**config.mk**
```make
export PLATFORM = sky130hd
export DESIGN_NAME = register_file_param
export DESIGN_NICKNAME = d
export VERILOG_FILES = /design/src/rtl/register_file_param.sv
export SDC_FILE = /design/constraint.sdc
export NUM_CORES = 1
export LEC_CHECK = 0
export BUFFER_PORTS_ARGS = -buffer_cell sky130_fd_sc_hd__clkbuf_2
export CORE_MARGIN = 2
export CORE_UTILIZATION = 45
export CTS_CLUSTER_DIAMETER = 30
export DETAILED_ROUTE_END_ITERATION = 7
export PLACE_DENSITY = 0.73
export SLEW_MARGIN = 20
export SYNTH_ARGS = -nofsm -noshare
export SYNTH_HDL_FRONTEND = slang
export SYNTH_SLANG_ARGS = --single-unit
```
**constraint.sdc**
```tcl
create_clock -name CLK -period 1.7 [get_ports CLK]
set_input_delay 0.085 -clock CLK [delete_from_list [all_inputs] [get_ports CLK]]
set_output_delay 0.085 -clock CLK [all_outputs]
set_load 0.02 [all_outputs]
```
**src/rtl/register_file_param.sv**
```systemverilog
// register_file_param: parametrised multi-port register file with a busy
// scoreboard and an NZP condition-code register.
//   - two registered read ports (optional write-through bypass)
//   - main write port plus an auxiliary write port fixed to AUX_REG
//   - busy bit per register: RESV_EN sets, WE clears, set wins on collision
//   - NZP tracks the sign/zero class of the last main-port write
module register_file_param #(
  parameter int unsigned WIDTH   = 16,
  parameter int unsigned ADDR_W  = 3,
  parameter int unsigned BYPASS  = 1,
  parameter int unsigned AUX_REG = 0
) (
  input  logic                     CLK,
  input  logic                     RST_N,
  input  logic                     WE,
  input  logic [ADDR_W-1:0]        WADDR,
  input  logic [WIDTH-1:0]         WDATA,
  input  logic                     AUX_WE,
  input  logic [WIDTH-1:0]         AUX_DATA,
  input  logic [ADDR_W-1:0]        RS1,
  input  logic [ADDR_W-1:0]        RS2,
  output logic [WIDTH-1:0]         RS1_DATA,
  output logic [WIDTH-1:0]         RS2_DATA,
  output logic                     RS1_BUSY,
  output logic                     RS2_BUSY,
  input  logic                     RESV_EN,
  input  logic [ADDR_W-1:0]        RESV_ADDR,
  output logic [(1<<ADDR_W)-1:0]   BUSY_VEC,
  output logic [2:0]               NZP
);

  localparam int unsigned       NREG    = 1 << ADDR_W;
  localparam logic [ADDR_W-1:0] AUX_IDX = ADDR_W'(AUX_REG);

  localparam logic [2:0] NZP_N = 3'b100;
  localparam logic [2:0] NZP_Z = 3'b010;
  localparam logic [2:0] NZP_P = 3'b001;

  logic [WIDTH-1:0] regs_q [NREG];
  logic [WIDTH-1:0] regs_d [NREG];
  logic [NREG-1:0]  busy_q, busy_d;
  logic [2:0]       nzp_q, nzp_d;
  logic [WIDTH-1:0] rs1_data_q, rs1_data_d;
  logic [WIDTH-1:0] rs2_data_q, rs2_data_d;
  logic             rs1_busy_q, rs1_busy_d;
  logic             rs2_busy_q, rs2_busy_d;

  // Register-array next state; main port is applied last so it wins over aux.
  always_comb begin
    regs_d = regs_q;
    if (AUX_WE) regs_d[AUX_IDX] = AUX_DATA;
    if (WE)     regs_d[WADDR]   = WDATA;
  end

  // Scoreboard next state; reservation applied after writeback clear so set wins.
  always_comb begin
    busy_d = busy_q;
    if (WE)      busy_d[WADDR]     = 1'b0;
    if (RESV_EN) busy_d[RESV_ADDR] = 1'b1;
  end

  // Condition codes from main-port write data only.
  always_comb begin
    nzp_d = nzp_q;
    if (WE) begin
      if (WDATA[WIDTH-1])      nzp_d = NZP_N;
      else if (WDATA == '0)    nzp_d = NZP_Z;
      else                     nzp_d = NZP_P;
    end
  end

  // Read-port capture values; busy flags always see this edge's updates.
  always_comb begin
    rs1_data_d = (BYPASS != 0) ? regs_d[RS1] : regs_q[RS1];
    rs2_data_d = (BYPASS != 0) ? regs_d[RS2] : regs_q[RS2];
    rs1_busy_d = busy_d[RS1];
    rs2_busy_d = busy_d[RS2];
  end

  // State and output registers with asynchronous active-low reset.
  always_ff @(posedge CLK or negedge RST_N) begin
    if (!RST_N) begin
      regs_q     <= '{default: '0};
      busy_q     <= '0;
      nzp_q      <= NZP_Z;
      rs1_data_q <= '0;
      rs2_data_q <= '0;
      rs1_busy_q <= 1'b0;
      rs2_busy_q <= 1'b0;
    end else begin
      regs_q     <= regs_d;
      busy_q     <= busy_d;
      nzp_q      <= nzp_d;
      rs1_data_q <= rs1_data_d;
      rs2_data_q <= rs2_data_d;
      rs1_busy_q <= rs1_busy_d;
      rs2_busy_q <= rs2_busy_d;
    end
  end

  assign RS1_DATA = rs1_data_q;
  assign RS2_DATA = rs2_data_q;
  assign RS1_BUSY = rs1_busy_q;
  assign RS2_BUSY = rs2_busy_q;
  assign BUSY_VEC = busy_q;
  assign NZP      = nzp_q;

endmodule

```
# Yosys cells after proc, flatten, opt, wreduce, memory -nomap -nowiden
# Index checks and enable logic that the tools add are counted.
[op_classes] n_bitwise=6 n_reduce_logical=4 order_cmp=10 n_mux=23
[op_table] cell="bitwise mux 128 bit" n=1
[op_table] cell="2-to-1 mux 128 bit" n=1
[op_table] cell="binary-select mux 16 bit (select 3 bit)" n=2
[op_table] cell="2-to-1 mux 16 bit" n=6
[op_table] cell="demux 16 bit (select 3 bit)" n=1
[op_table] cell="zero test 16 bit" n=1
[op_table] cell="< comparator 3 x 4 -> 1 bit (second input constant)" n=4
[op_table] cell="2-to-1 mux 8 bit" n=2
[op_table] cell=">= comparator 4 bit (second input constant)" n=3
[op_table] cell="inverter 3 -> 4 bit" n=3
[op_table] cell="bitwise AND 8 bit" n=1
[op_table] cell="inverter 8 bit" n=1
[op_table] cell="bitwise OR 8 bit" n=1
[op_table] cell="binary-select mux 1 bit (select 3 bit)" n=2
[op_table] cell="demux 1 bit (select 3 bit)" n=2
[op_table] cell=">= comparator 3 x 1 -> 1 bit (second input constant)" n=2
[op_table] cell="< comparator 4 x 1 -> 1 bit (second input constant)" n=1
[op_table] cell="2-to-1 mux 1 bit" n=4
[op_table] cell="logical AND 1 bit" n=3
[op_table] cell="2-to-1 mux 3 bit" n=1
[op_table] cell="2-to-1 mux 2 bit" n=1
[totals] word_cells=57 regBits=173 in_bits=49 out_inout_bits=45

# Longest topological paths before layout
[logic_depth] ltp_word=11 ltp_mapped=8 depth_no_buf=5

# Least setup slack after synthesis
# OpenSTA, ideal clock, no wires.
[synth_path] kind="input -> register" from="input WADDR[1]" to="register rs2_data_q[14], in the netlist RS2_DATA[14]" path_slack_ns=0.302 path_buffers=3 arrival_time_ns=1.278 cell_stages=7 setup_ns=0.120 path_cell_list="buf_6 -> and4bb_1 -> buf_6 -> buf_12 -> mux2i_1 -> a22oi_1 -> and3_1"
[synth_via] elab_chain_len=10 word_cells_on_any_way=11
[synth_rtl] element="from (decl)" line="16" rtl="input logic [ADDR_W-1:0] WADDR,"
[synth_rtl] element="inverter 3 -> 4 bit (not written as such) (*)" line="52" rtl="if (WE) regs_d[WADDR] = WDATA;"
[synth_rtl] element=">= comparator 4 bit (not written as such) / < comparator 4 x 1 -> 1 bit (equally long branches)" line="52"
[synth_rtl] element="logical AND 1 bit (not written as such)" line="52"
[synth_rtl] element="2-to-1 mux 16 bit (not written as such)" line="52"
[synth_rtl] element="demux 16 bit (select 3 bit) (*)" line="52"
[synth_rtl] element="bitwise mux 128 bit (*)" line="52"
[synth_rtl] element="2-to-1 mux 128 bit (*)" line="52"
[synth_rtl] element="binary-select mux 16 bit (select 3 bit) (*)" line="75" rtl="rs2_data_d = (BYPASS != 0) ? regs_d[RS2] : regs_q[RS2];"
[synth_rtl] element="2-to-1 mux 16 bit (not written as such) (*) (2 in series)" line="75"
[synth_rtl] element="via rs2_data_d[14]" line="44" rtl="logic [WIDTH-1:0] rs2_data_q, rs2_data_d;"
[synth_rtl] element="to (signal assigned)" line="95" rtl="rs2_data_q <= rs2_data_d;"
[synth_rtl] element="to (decl)" line="44"
# The timed path passes the listed nets; every way through them passes the cells marked *. The select of a mux whose other input is x is not followed.
# A chain may end at the register's enable or synchronous reset.

# Final worst setup path
[layout_path] from="input RESV_ADDR[2]" to="register rs1_busy_q, in the netlist RS1_BUSY"
[layout_via] elab_chain_len=8 word_cells_on_any_way=9
[layout_rtl] element="from (decl)" line="27" rtl="input logic [ADDR_W-1:0] RESV_ADDR,"
[layout_rtl] element="< comparator 3 x 4 -> 1 bit (not written as such) / >= comparator 3 x 1 -> 1 bit (equally long branches)" line="59" rtl="if (RESV_EN) busy_d[RESV_ADDR] = 1'b1;"
[layout_rtl] element="logical AND 1 bit (not written as such)" line="59"
[layout_rtl] element="2-to-1 mux 1 bit (not written as such)" line="59"
[layout_rtl] element="demux 1 bit (select 3 bit) (*)" line="59"
[layout_rtl] element="bitwise OR 8 bit (no source line) (*)"
[layout_rtl] element="2-to-1 mux 8 bit (*)" line="59"
[layout_rtl] element="binary-select mux 1 bit (select 3 bit) (*)" line="76" rtl="rs1_busy_d = busy_d[RS1];"
[layout_rtl] element="2-to-1 mux 1 bit (not written as such) (*)" line="76"
[layout_rtl] element="via rs1_busy_d" line="45" rtl="logic rs1_busy_q, rs1_busy_d;"
[layout_rtl] element="to (signal assigned)" line="96" rtl="rs1_busy_q <= rs1_busy_d;"
[layout_rtl] element="to (decl)" line="45"
# Marks and branches as above.

==> impl_results.md <==
* Flip-flop cell with the highest count after synthesis: sky130_fd_sc_hd__dfrtp_1
* Fin. max-slew vios at 0
* Synth area leader: sky130_fd_sc_hd__dfrtp_1
* Hold-fix buffers, CTS at 3
* Worst hold-check slack at 2.13 ps
* Sequential share of the synthesized area at 51.5%
* Synth top area cells: sky130_fd_sc_hd__dfrtp_1 (51%), sky130_fd_sc_hd__mux2i_1 (12%), sky130_fd_sc_hd__a22oi_1 (5.4%)
* Number of flops mapped to enable cells by yosys at 0
* Power share of the clock group at 31.6%
* Core box area at 0.0181 mm^2
* Number of instances in the synthesized netlist at 752
* Cell area after layout at 0.00983 mm^2
* Number of clock buffers inserted by TritonCTS at 17
* Crit start category: primary input
* Synthesized area divided by synthesized cell count at 11.2 um^2
* Synthesized netlist net count at 801
* Number of nets with antenna violations after detailed routing at 0
* Crit path kind: primary input to flip-flop
* Area share of the leading cell type in the synthesized netlist at 51.2%
* Fraction of final layout cells sized beyond drive strength 1 at 26.4%
* H-Tree Level Count at 4
* # resized after CTS at 0
* Crit Reg-Reg Endpoint: RS2_DATA[14]
* Commonest cells in the synthesized netlist: sky130_fd_sc_hd__dfrtp_1 (172), sky130_fd_sc_hd__mux2i_1 (101), sky130_fd_sc_hd__inv_1 (97)
* Maximum clock insertion buffer count at 2
* Area grow syn2layout at 16.9%
* Total placed instance area at 0.00928 mm^2
* Unrepaired setup endpoints after global routing: no
* Number of DRC violations after detailed routing at 0
* Overall routing resource usage at 24.4%
* Worst hold path cell count at 3
* Pin slew with the least headroom to its limit at 579 ps
* Total setup violations reported at the end of the flow at 0
* Area used by multi-input combinational logic at 0.00332 mm^2
* Worst path required time at 2020 ps
* Worst IR drop on VDD at 0.778 mV
* Cell Area, Synth at 0.00841 mm^2
* Maximum fanout along the worst path at 5
* Number of global-route vias before repair at 6,442
* Number of buffers inserted by post-CTS setup repair at 0
* Placement-stage worst setup slack at 51.6 ps
* Internal power contribution at 7.91 mW
* Reg-to-reg startpoint: regs_q[126]
* Number of endpoints with negative hold slack in the final report at 0
* Register Area at 0.00433 mm^2
* Maximum operating frequency at 0.732 GHz
* CTS tree: yes
* Final clock period utilization by the worst path at 80.4%
* Switching Share at 30.2%
* Setup TNS at 0 ps
* CTS clock-pin slew for the worst setup and hold paths at 60 ps
* Placed wire-length estimate at 15.1 mm
* Pin count of the biggest net entering global routing at 63
* Asr flop ratio synth at 100%
* Row count at 49
* Final wirelength at 23.5 mm
* Setup ws final at 333 ps
* Internal reg-to-reg setup slack at 410 ps
* Chip Width at 141 um
* Die Height at 141 um
* Total grt overflow at 0
* Worst Reg2Reg Path Length in Cells at 4
* Switching pwr at 3.42 mW
* Finished Core Util at 54.2%
* Fillers at 1,563
* Number of clock sinks at 173
* Worst hold path startpoint: AUX_DATA[0]
* Leak at 4.85 nW
* Final weighted congestion in routability-driven placement at 0.876
* Worst-Skew Late Latency at 430 ps
* Antenna Cells at 0
* Worst min-delay path class: primary input to flip-flop
* Min cycle time layout at 1370 ps
* Max-cap violations at 0
* Die outline area at 0.0198 mm^2
* Signal arrival time at the worst endpoint at 1690 ps
* Detailed-router iteration count before antenna repair at 5
* Global-route wire length before repair at 36.6 mm
* Worst Setup End Kind: flip-flop
* Number of distinct library cells after synthesis at 46
* Via count at 6,492
* Number of violations reported at the end of detailed-routing iteration 0 at 669
* Share of power burned in combinational logic at 22.7%
* Capture endpoint of the worst hold path: regs_q[112]
* Port-buffer cells at 93
* Count of yosys warnings during synthesis at 0
* Net count, final at 902
* Cell chosen for the clock root: sky130_fd_sc_hd__clkbuf_16
* Effective utilization at floorplan at 46.3%
* Skew final at 7.56 ps
* Number of vias per cell at 5.94
* Total of flip-flops plus latches after synthesis at 173
* Relative slew slack at 61.0%
* Result of the run: finished, final reports clean
* IO Count at 94
* Power per standard cell area at 1150 mW/mm^2
* Most frequently used cell type in the post-synthesis netlist: sky130_fd_sc_hd__dfrtp_1
* Portion of total power attributed to sequential cells at 45.7%
* Antenna violations before repair at 0
* Wire length per cell at 21.5 um
[per-layer routing]
layer  global-route usage, %  wire (um)
met5                       0          0
met4                    9.84        717
met3                    4.99       1940
met2                    37.6      10800
met1                    33.9      10000
[worst max-delay path by stage]
stage                 start           end
2_1_floorplan      WADDR[1]  RS2_DATA[14]
4_1_cts        RESV_ADDR[2]      RS1_BUSY
6_report       RESV_ADDR[2]      RS1_BUSY
3_3_place_gp       WADDR[1]      RS2_BUSY
3_5_place_dp       WADDR[1]      RS2_BUSY
5_1_grt        RESV_ADDR[2]      RS1_BUSY
[per-stage QoR]
step | power, mW | cells
3_3_place_gp | 7.68 | 1060
2_1_floorplan | 6.91 | 752
4_1_cts | 11.4 | 1093
3_5_place_dp | 7.76 | 1060
5_1_grt | 11.9 | 1093
6_report | 11.3 | 1093
[final cells by class]
class / instances / area share, %
Clock buffer: 24 / 4.69
Timing Repair Buffer: 144 / 10.3
Sequential cell: 173 / 44.0
Multi-Input combinational cell: 420 / 33.7
Tap cell: 229 / 2.91
Clock inverter: 6 / 0.649
Inverter: 97 / 3.70
[power by group through the flow]
stage	combinational, mW	clock, mW	sequential [mW]
floorplan	1.47	0	5.43
global placement	2.46	0	5.22
detailed placement	2.52	0	5.24
CTS	2.55	3.63	5.18
global route	2.81	3.80	5.24
finish	2.57	3.58	5.18
[cells by family (layout without fill, tap and decap cells)]
kind of cell | count (synthesis) | count (layout) | share of synthesized area [%]
multiplexers | 131 | 131 | 16.0
AO/OA/AOI/OAI | 160 | 160 | 14.4
AND/OR/NAND/NOR | 129 | 129 | 8.90
flip-flops | 173 | 173 | 51.5
buffers and inverters | 159 | 271 | 9.21
[worst max-delay path, cell delays in order]
cell and delay [ps]:
sky130_fd_sc_hd__dlygate4sd3_1 520, sky130_fd_sc_hd__clkbuf_2 140, sky130_fd_sc_hd__nor2b_1 180, sky130_fd_sc_hd__a32oi_1 130, sky130_fd_sc_hd__buf_4 150, sky130_fd_sc_hd__a22o_1 200
sky130_fd_sc_hd__nor4_1 280
[registers in the layout (all words and copies together) (netlist names)]
register,flops
BUSY_VEC,8
NZP,3
RS1_BUSY,1
RS1_DATA,16
RS2_BUSY,1
RS2_DATA,16
regs_q,128
[layout by cell type (no fill, tap or decap), drive strengths merged, types with 3 or more instances in the layout]
master and instances:
dfrtp 172, clkbuf 116, mux2i 101, inv 98
a22oi 65, nand2 53, buf 49, mux2 30
o21ai 28, nor3 23, o22ai 22, o221ai 20
nor2 16, a22o 14, nor3b 6, nor2b 5
nor4 5, a32oi 4, a21oi 4, and3 4
dlygate4sd3 3, and4bb 3, nand4b 3
Power figures use the tool's default switching activity.
